==> config.mk <==
export PLATFORM = sky130hd
export DESIGN_NAME = sprite_draw_scheduler
export DESIGN_NICKNAME = d
export VERILOG_FILES = /design/src/rtl/sprite_draw_scheduler.sv
export SDC_FILE = /design/constraint.sdc
export NUM_CORES = 1
export LEC_CHECK = 0
export CORE_ASPECT_RATIO = 0.8
export CORE_UTILIZATION = 29
export DETAILED_ROUTE_END_ITERATION = 10
export HOLD_SLACK_MARGIN = 0.06
export PLACE_DENSITY = 0.84
export SETUP_SLACK_MARGIN = 0.3
export SYNTH_ARGS = -nofsm -noshare
export SYNTH_HDL_FRONTEND = slang
export SYNTH_SLANG_ARGS = --single-unit
==> constraint.sdc <==
create_clock -name clock -period 2.3 [get_ports clock]
set_input_delay 0.575 -clock clock [delete_from_list [all_inputs] [get_ports clock]]
set_output_delay 0.575 -clock clock [all_outputs]
set_load 0.1 [all_outputs]
==> src/rtl/sprite_draw_scheduler.sv <==
// Per-frame scheduler sharing one VGA plot port among NUM_SPRITES animators.
// Define SPRITE_TIMEOUT_EN to abandon a slot whose done never arrives.
module sprite_draw_scheduler #(
   parameter int NUM_SPRITES    = 4,
   parameter int ID_W           = 2,
   parameter int TIMEOUT_CYCLES = 1023
) (
   input  logic                     clock,
   input  logic                     reset,
   input  logic                     frame_tick,
   input  logic [NUM_SPRITES-1:0]   sprite_en,
   output logic [NUM_SPRITES-1:0]   go,
   input  logic [NUM_SPRITES-1:0]   done,
   input  logic [8*NUM_SPRITES-1:0] pix_x,
   input  logic [7*NUM_SPRITES-1:0] pix_y,
   input  logic [3*NUM_SPRITES-1:0] pix_colour,
   input  logic [NUM_SPRITES-1:0]   pix_we,
   output logic [7:0]               vga_x,
   output logic [6:0]               vga_y,
   output logic [2:0]               vga_colour,
   output logic                     vga_plot,
   output logic                     busy,
   output logic [ID_W-1:0]          active_id,
   output logic                     frame_done,
   output logic                     overrun,
   input  logic                     overrun_clr,
   output logic                     timeout_err
);

   if ((2 ** ID_W) < NUM_SPRITES) begin : g_bad_id_w
      $error("ID_W too narrow for NUM_SPRITES");
   end
   if (TIMEOUT_CYCLES < 1) begin : g_bad_timeout
      $error("TIMEOUT_CYCLES must be at least 1");
   end

   typedef enum logic [1:0] {S_IDLE, S_ISSUE, S_WAIT, S_ADV} state_t;

   localparam logic [ID_W-1:0] LAST_IDX = ID_W'(NUM_SPRITES - 1);

   state_t                  r_state;
   logic [ID_W-1:0]         r_idx;
   logic                    r_busy;
   logic                    r_frame_done;
   logic                    r_overrun;

   logic                    w_en_sel;
   logic                    w_done_sel;
   logic                    w_we_sel;
   logic [7:0]              w_x_sel;
   logic [6:0]              w_y_sel;
   logic [2:0]              w_colour_sel;
   logic [NUM_SPRITES-1:0]  w_slot_hot;
   logic                    w_in_wait;
   logic                    w_timeout;

   // NOTE: every always_comb output gets a default first so no path can infer a latch.
   always_comb begin
      w_en_sel     = 1'b0;
      w_done_sel   = 1'b0;
      w_we_sel     = 1'b0;
      w_x_sel      = '0;
      w_y_sel      = '0;
      w_colour_sel = '0;
      w_slot_hot   = '0;
      for (int i = 0; i < NUM_SPRITES; i++) begin
         if (r_idx == ID_W'(i)) begin
            w_en_sel      = sprite_en[i];
            w_done_sel    = done[i];
            w_we_sel      = pix_we[i];
            w_x_sel       = pix_x[8*i +: 8];
            w_y_sel       = pix_y[7*i +: 7];
            w_colour_sel  = pix_colour[3*i +: 3];
            w_slot_hot[i] = 1'b1;
         end
      end
   end

   assign w_in_wait = (r_state == S_WAIT);

`ifdef SPRITE_TIMEOUT_EN
   localparam int CNT_W = $clog2(TIMEOUT_CYCLES + 1);
   logic [CNT_W-1:0] r_wait_cnt;
   logic             r_timeout_err;

   // done arriving in the last allowed cycle still counts as success.
   assign w_timeout   = w_in_wait && !w_done_sel &&
                        (r_wait_cnt == CNT_W'(TIMEOUT_CYCLES - 1));
   assign timeout_err = r_timeout_err;
`else
   assign w_timeout   = 1'b0;
   assign timeout_err = 1'b0;
`endif

   // NOTE: sequential state uses non-blocking assignments only.
   always_ff @(posedge clock) begin
      if (reset) begin
         r_state      <= S_IDLE;
         r_idx        <= '0;
         r_busy       <= 1'b0;
         r_frame_done <= 1'b0;
         r_overrun    <= 1'b0;
`ifdef SPRITE_TIMEOUT_EN
         r_wait_cnt    <= '0;
         r_timeout_err <= 1'b0;
`endif
      end else begin
         r_frame_done <= 1'b0;
         if (frame_tick && (r_state != S_IDLE)) begin
            r_overrun <= 1'b1;
         end else if (overrun_clr) begin
            r_overrun <= 1'b0;
         end

         case (r_state)
            S_IDLE: begin
               if (frame_tick) begin
                  r_state <= S_ISSUE;
                  r_idx   <= '0;
                  r_busy  <= 1'b1;
               end
            end
            S_ISSUE: r_state <= w_en_sel ? S_WAIT : S_ADV;
            S_WAIT: begin
               if (w_done_sel || w_timeout) begin
                  r_state <= S_ADV;
               end
            end
            S_ADV: begin
               if (r_idx == LAST_IDX) begin
                  r_state      <= S_IDLE;
                  r_idx        <= '0;
                  r_busy       <= 1'b0;
                  r_frame_done <= 1'b1;
               end else begin
                  r_idx   <= r_idx + 1'b1;
                  r_state <= S_ISSUE;
               end
            end
            default: r_state <= S_IDLE;
         endcase

`ifdef SPRITE_TIMEOUT_EN
         r_wait_cnt <= w_in_wait ? r_wait_cnt + 1'b1 : '0;
         if (w_timeout) begin
            r_timeout_err <= 1'b1;
         end
`endif
      end
   end

   // go is decoded from state so it lands in the ISSUE cycle itself; reset masks it.
   assign go         = (r_state == S_ISSUE && w_en_sel && !reset) ? w_slot_hot : '0;
   assign vga_x      = w_in_wait ? w_x_sel : '0;
   assign vga_y      = w_in_wait ? w_y_sel : '0;
   assign vga_colour = w_in_wait ? w_colour_sel : '0;
   assign vga_plot   = w_in_wait && w_we_sel && !w_timeout;
   assign busy       = r_busy;
   assign active_id  = r_idx;
   assign frame_done = r_frame_done;
   assign overrun    = r_overrun;

endmodule

==> results of run 1 <==
==> worst max-delay path, stage by stage (launching register included) <==
cell	delay [ps]
dfxtp_4	380
inv_4	90
ha_4	140
nor2b_4	230
buf_12	200
a22oi_2	80
o21ai_1	220
a22o_4	160
buf_12	160
==> power by group through the flow <==
stage	Sequential [mW]	Combinational [mW]	Clock [mW]
floorplan	0.252	1.12	0
global placement	0.175	1.81	0
detailed placement	0.179	1.84	0
CTS	0.178	1.97	0.181
global route	0.182	2.11	0.185
finish	0.183	2.05	0.179
==> synth_stat cells, types with 2 or more instances <==
cell | number | area [um^2]
dfxtp_1 | 7 | 140
o21ai_0 | 21 | 105
nand2b_1 | 3 | 18.8
ha_1 | 8 | 100
nand2_1 | 23 | 86.3
a22o_1 | 18 | 158
nor2_1 | 5 | 18.8
inv_1 | 8 | 30.0
clkbuf_1 | 4 | 15.0
a22oi_1 | 18 | 135
nand3b_1 | 2 | 15.0
a21oi_1 | 7 | 35.0
buf_2 | 7 | 35.0
and2_1 | 5 | 31.3
nor2b_1 | 2 | 12.5
==> flip-flops by register name (all words and copies together), names as in the netlist <==
signal,count
active_id,2
r_state,2
frame_done,1
overrun,1
busy,1
==> cell families (layout without fill, tap and decap cells) <==
| logic type | after synthesis | after routing |
|---|---|---|
| flops | 7 | 7 |
| simple gates | 46 | 46 |
| other cells | 1 | 1 |
| buf+inv | 22 | 150 |
| fa+ha+maj | 8 | 8 |
| compound gates | 73 | 73 |
==> per-layer routing <==
metal	vias up	routed length, um	track usage (%)
met2	141	3590	55.2
met5	-	0	0
met3	19	590	7.72
met4	0	177	12.9
li1	843	-	-
met1	914	2670	32.9
==> final timing paths <==
kind | start | endpoint | slack, ps | cells past startpoint
setup / recovery | active_id[0]$_SDFFE_PP0P_ | vga_x[4] | -170 | 8
hold / removal | overrun$_SDFFE_PP0P_ | overrun$_SDFFE_PP0P_ | 480 | 2
setup reg to reg | active_id[1]$_SDFFE_PP0P_ | r_state[0]$_SDFFE_PP0P_ | 410 | 8
hold reg to reg | overrun$_SDFFE_PP0P_ | overrun$_SDFFE_PP0P_ | 480 | 2
==> final cells by class <==
class,instances,area [um^2],share of cell area (%)
tap,42,52.6,1.64
timing repair buffer,138,1660,51.8
multi-input combinational,128,1260,39.4
clock buffer,4,45.0,1.41
inverter,8,35.0,1.09
sequential,7,149,4.65
==> metrics by stage <==
step                      TNS, ps  hold slack, ps
after floorplan              -188             503
after global placement       -710             464
after detailed placement     -756             476
after CTS                   -2010             482
after global routing        -3330             521
final                       -2400             482
==> repair_timing <==
item	CTS	global route
buffers inserted	8	2
gates resized for setup	22	22
pin swaps	16	6
endpoints found under the hold margin	0	0
endpoints found under the setup margin	23	23
cloned	1	0
==> metrics.md, run 1 <==
| Metric | Value |
|---|---|
| Status | `finished with violations` |
| Violated checks | `DRC, setup timing` |
| CTS sink cnt | `7` |
| Antenna Diode Count | `0` |
| Worst Setup Path Type | `reg -> out` |
| Max-cap violations | `0` |
| Final hold viol count | `0` |
| Cell count after synthesis | `roughly 160` |
| Final Power | `2.41 mW` |
| Power Density | `754 nW/um^2` |
| Fin. max-slew vios | `0` |
| CTS tree | `built` |
| Xor/xnor share of the synthesized area | `0%` |
| RePlAce Congestion | `0.815` |
| DPL Wire Length | `4050 um` |
| Clock edge transition at the registers on the reported setup and hold paths | `40 ps` |
| Largest family of logic cells by synthesized area | `compound AO/OA/AOI/OAI gates` |
| Site Rows | `19` |
| CTS buffer count | `3` |
| Routed Antenna Nets | `0` |
| Pre-CTS WS | `-194 ps` |
| Nets | `382` |
| Net switching power | `1.26 mW` |
| Initial DRC Count | `129` |
| Gr usage total | `between 30 and 40%` |
| Starting Density | `31.0%` |
| Period utilisation layout | `108%` |
| Cell variety after synth | `34` |
| Synthesized area | `approximately 1100 um^2` |
| # DRC | `20` |
| Clock share of power | `around 7.4%` |
| Placed Area | `2890 um^2` |
| Syn nets | `about 250` |
| Setup Viol. Count Final | `23` |
| Synth Flop Type | `dfxtp_1` |
| Post-synth EDFFs | `0` |
| Synth Area per Inst | `between 6 and 7 um^2` |
| Adder-cell share of the synthesized area | `a little under a tenth` |
| Post-cts hold buffer count | `0` |
| Pleak | `1.32 nW` |
| First-pass GRT wire length | `9230 um` |
| Final std cells w/o fill | `327` |
| H-tree lvl count | `1` |
| FF+latch count, synth | `7` |
| RSZ-0062 raised after global routing | `true` |
| Most frequent cells in the layout | `clkdlybuf4s50_1, buf_12, nand2_1` |
| Final instance area | `3200 um^2` |
| Mux share of post-synthesis cell area | `0%` |
| Root Driver | `clkbuf_8` |
| Die height | `about 57 um` |
| Initial antenna violation count | `0` |
| FMAX | `404 MHz` |
| HP Class | `reg -> reg` |
| Int Pwr | `1.15 mW` |
| Vias/cell | `5.86` |
| Logic pwr share | `between 80% and 90%` |
| Crit Path Max Fanout | `15` |
| Simple-Gate Fraction of Synth Area | `approximately a fifth` |
| Total congestion overflow | `0` |
| I/O Pins | `about 120` |
| Compound-Gate Fraction of Synth Area | `between 40 and 50%` |
| Worst EP arrival | `~1900 ps` |
| Avg WL per Cell | `21.5 um` |
| Skew final | `around 2.2 ps` |
| Pin count of the biggest net entering global routing | `19` |
| Die width | `70.6 um` |
| Die area | `4010 um^2` |
| I/O Buffers | `115` |
| WP data required | `1730 ps` |
| WL final | `between 7000 and 8000 um` |
| # fillers | `around 130` |
| Ratio of cells with drive above 1 in the final layout | `45.3%` |
| Layout area overhead | `193%` |
| Worst IR Drop VDD | `0.000591 V` |
| Yosys warnings | `0` |
| Commonest non-fill, non-tap cell in the layout | `clkdlybuf4s50_1` |
| Post-synth ARST share | `0%` |
| Placed insts | `312` |
| CORE AREA | `3520 um^2` |
| Vias in the first global route | `1824` |
| Clock buffer depth | `2` |
| Min Tclk post-route | `between 2000 and 2500 ps` |
| Flop pwr share | `7.6%` |
| Fin worst setup slack | `-175 ps` |
| Crit start category | `flip-flop` |
| Switching part of the total | `52.4%` |
| Crit end category | `output pin` |
| Clock Latency Late Sink | `230 ps` |
| Final Util | `91.0%` |
| First-pass iteration count of the detailed router | `9` |
| Vias | `1917` |
| Seq/Total Area, Yosys | `12.8%` |
(Power assumes the default switching activity.)
==> run 2: changes to the inputs <==
--- a/config.mk
+++ b/config.mk
@@ -5,12 +5,14 @@
 export SDC_FILE = /design/constraint.sdc
 export NUM_CORES = 1
 export LEC_CHECK = 0
+export ABC_AREA = 1
 export CORE_ASPECT_RATIO = 0.8
-export CORE_UTILIZATION = 29
+export CORE_UTILIZATION = 30
 export DETAILED_ROUTE_END_ITERATION = 10
 export HOLD_SLACK_MARGIN = 0.06
 export PLACE_DENSITY = 0.84
 export SETUP_SLACK_MARGIN = 0.3
+export SKIP_LAST_GASP = 1
 export SYNTH_ARGS = -nofsm -noshare
 export SYNTH_HDL_FRONTEND = slang
 export SYNTH_SLANG_ARGS = --single-unit
==> run 2 against run 1 <==
Against the previous run:
- the flow finishes with violations (setup timing)
- sequential share of layout area grew 0.18 points
- clock skew shrank 0.55 ps
- critical path depth grew 2
- clock power shrank 6%
- sequential cell count is the same
- non-clock buffer count shrank 1
- combinational power grew 40%
- final cell count grew 16%
==> metrics.md, run 2 <==
| Metric | Value |
|---|---|
| Cell variety after synth | `23` |
| Initial antenna violation count | `0` |
| Commonest non-fill, non-tap cell in the layout | `clkdlybuf4s50_1` |
| Pre-CTS WS | `-95.9 ps` |
| Clock Latency Late Sink | `between 200 and 250 ps` |
| Fin. max-slew vios | `0` |
| Crit path max-delay cell type | `dfxtp_4` |
| Crit Path Max Fanout | `6` |
| Final instance area | `3060 um^2` |
| Post-synth ARST share | `0%` |
| Crit-path cells | `inv_4 -> ha_4 -> nor2_4 -> buf_6 -> buf_6 -> a22oi_1 -> o21ai_1 -> nand2_1 -> nor2_4 -> buf_12` |
| Starting Density | `32.6%` |
| Placed Area | `2860 um^2` |
| Worst IR Drop VDD | `0.000993 V` |
| Antenna Diode Count | `0` |
| Cell count after synthesis | `211` |
| Min Tclk post-route | `approximately 2400 ps` |
| Largest cells by area after synthesis | `nor2_1, a22oi_1, dfxtp_1` |
| WL final | `5860 um` |
| Cell with the most instances after synthesis | `nor2_1` |
| TNS Setup | `-785 ps` |
| Violated checks | `setup timing` |
| Clock edge transition at the registers on the reported setup and hold paths | `40 ps` |
| Vias in the first global route | `1980` |
| Die width | `71.6 um` |
| Crit end category | `output pin` |
| CORE AREA | `about 3600 um^2` |
| Total congestion overflow | `0` |
| Fin worst setup slack | `-62.3 ps` |
| Crit start category | `flip-flop` |
| Worst EP arrival | `1790 ps` |
| Layout area overhead | `163%` |
| Yosys top cell by area | `nor2_1` |
| First-pass iteration count of the detailed router | `4` |
| Root Driver | `clkbuf_8` |
| Ratio of cells with drive above 1 in the final layout | `28.9%` |
| Period utilisation layout | `103%` |
| RSZ-0062 raised after global routing | `true` |
| Pin count of the biggest net entering global routing | `32` |
| Max-cap violations | `0` |
| First-pass GRT wire length | `9230 um` |
| Vias | `between 1.5k and 2k` |
| Top cell type's share of synthesized area | `16.8%` |
| # fillers | `214` |
| Status | `finished with violations` |
| Routed Antenna Nets | `0` |
| HP Class | `reg -> reg` |
| Die height | `57.7 um` |
| Hold WS | `492 ps` |
| Slowest Stage Delay on Critical Path | `around 360 ps` |
| Nets | `approximately 430` |
| Initial DRC Count | `100` |
| Post-synth EDFFs | `0` |
| WP data required | `1730 ps` |
| Yosys warnings | `0` |
| Syn nets | `about 300` |
| Synth Area per Inst | `5.51 um^2` |
| Clock buffer depth | `2` |
| CTS tree | `built` |
| Vias/cell | `~5` |
| I/O Buffers | `115` |
| Most frequent cells after synthesis | `nor2_1, nand2_1, a21oi_1` |
| Avg WL per Cell | `between 15 and 20 um` |
| Site Rows | `19` |
| RePlAce Congestion | `0.804` |
| Worst Setup Path Type | `reg -> out` |
| Gr usage total | `~28%` |
| I/O Pins | `117` |
| Final hold viol count | `0` |
| Most frequent cells in the layout | `clkdlybuf4s50_1, nand2_1, nor2_1, buf_12, a21oi_1` |
| # DRC | `0` |
| Seq/Total Area, Yosys | `12.0%` |
| DPL Wire Length | `4420 um` |
| Die area | `4130 um^2` |
| Setup Viol. Count Final | `22` |
| FF+latch count, synth | `7` |
| Synth Flop Type | `dfxtp_1` |
| Skew final | `around 1.7 ps` |
| Final Power | `3.24 mW` |
| Synthesized area | `1160 um^2` |
| CTS sink cnt | `7` |
| CTS buffer count | `3` |
| FMAX | `423 MHz` |
| Power Density | `1060 nW/um^2` |
| H-tree lvl count | `1` |
| Pleak | `between 1 and 1.5 nW` |
run 2: critical path, delay by kind of cell, from the launching register on:
family / cells / cell delay (ps)
buffers and inverters: 4 / 470
and+or+nand+nor: 3 / 350
adders and majority gates: 1 / 170
DFF: 1 / 360
AOI/OAI and AO/OA: 2 / 210
run 2: layout make-up:
class | instances | area (um^2) | share of cell area, %
Multi-Input combinational cell | 172 | 1120 | 36.6
Sequential cell | 7 | 148 | 4.83
Tap cell | 42 | 52.6 | 1.72
Clock buffer | 4 | 45.0 | 1.47
Timing Repair Buffer | 137 | 1620 | 52.9
Inverter | 16 | 73.8 | 2.41
run 2: routing by layer:
layer	wire length, um	vias to the layer above	track usage, %
met5	0	-	0
met2	3020	87	55.1
li1	-	951	-
met1	2340	875	32.7
met4	36	0	4.76
met3	466	6	4.70
run 2: where the power goes:
part | switching, mW | total (mW) | internal [mW]
sequential | 0.0360 | 0.200 | 0.164
clock | 0.0495 | 0.169 | 0.120
combinational | 1.71 | 2.87 | 1.16
total | 1.80 | 3.24 | 1.44
run 2: cell families after synthesis:
family	Yosys count	share of synthesized area [%]
buffers and inverters	32	13.1
AND/OR/NAND/NOR	96	32.5
other	1	0.322
adder cells (fa/ha/maj)	8	8.60
flip-flops	7	12.0
AO/OA/AOI/OAI	67	33.4
run 2: repair_timing:
| action | CTS | global route |
|---|---|---|
| hold buffers | 0 | 0 |
| hold endpoints to repair | 0 | 0 |
| gates resized for setup | 27 | 1 |
| buffers inserted | 7 | 1 |
| cloned | 1 | 0 |
| endpoints found under the setup margin | 23 | 23 |
| pin swaps | 24 | 11 |
run 2: stage by stage:
stage                     instances  utilization, %
after detailed placement        365            80.2
final                           378            85.8
after global routing            378            85.8
after CTS                       377            85.4
after floorplan                 211               -
after global placement          365            80.2
run 2: path summary, 6_finish.rpt:
path / start / end / slack [ps] / cells past startpoint
hold / removal: overrun$_SDFFE_PP0P_ / overrun$_SDFFE_PP0P_ / 490 / 2
hold reg to reg: overrun$_SDFFE_PP0P_ / overrun$_SDFFE_PP0P_ / 490 / 2
setup reg to reg: r_state[0]$_SDFFE_PP0P_ / busy$_SDFFE_PP0P_ / 660 / 8
setup / recovery: active_id[1]$_SDFFE_PP0P_ / vga_plot / -60 / 10
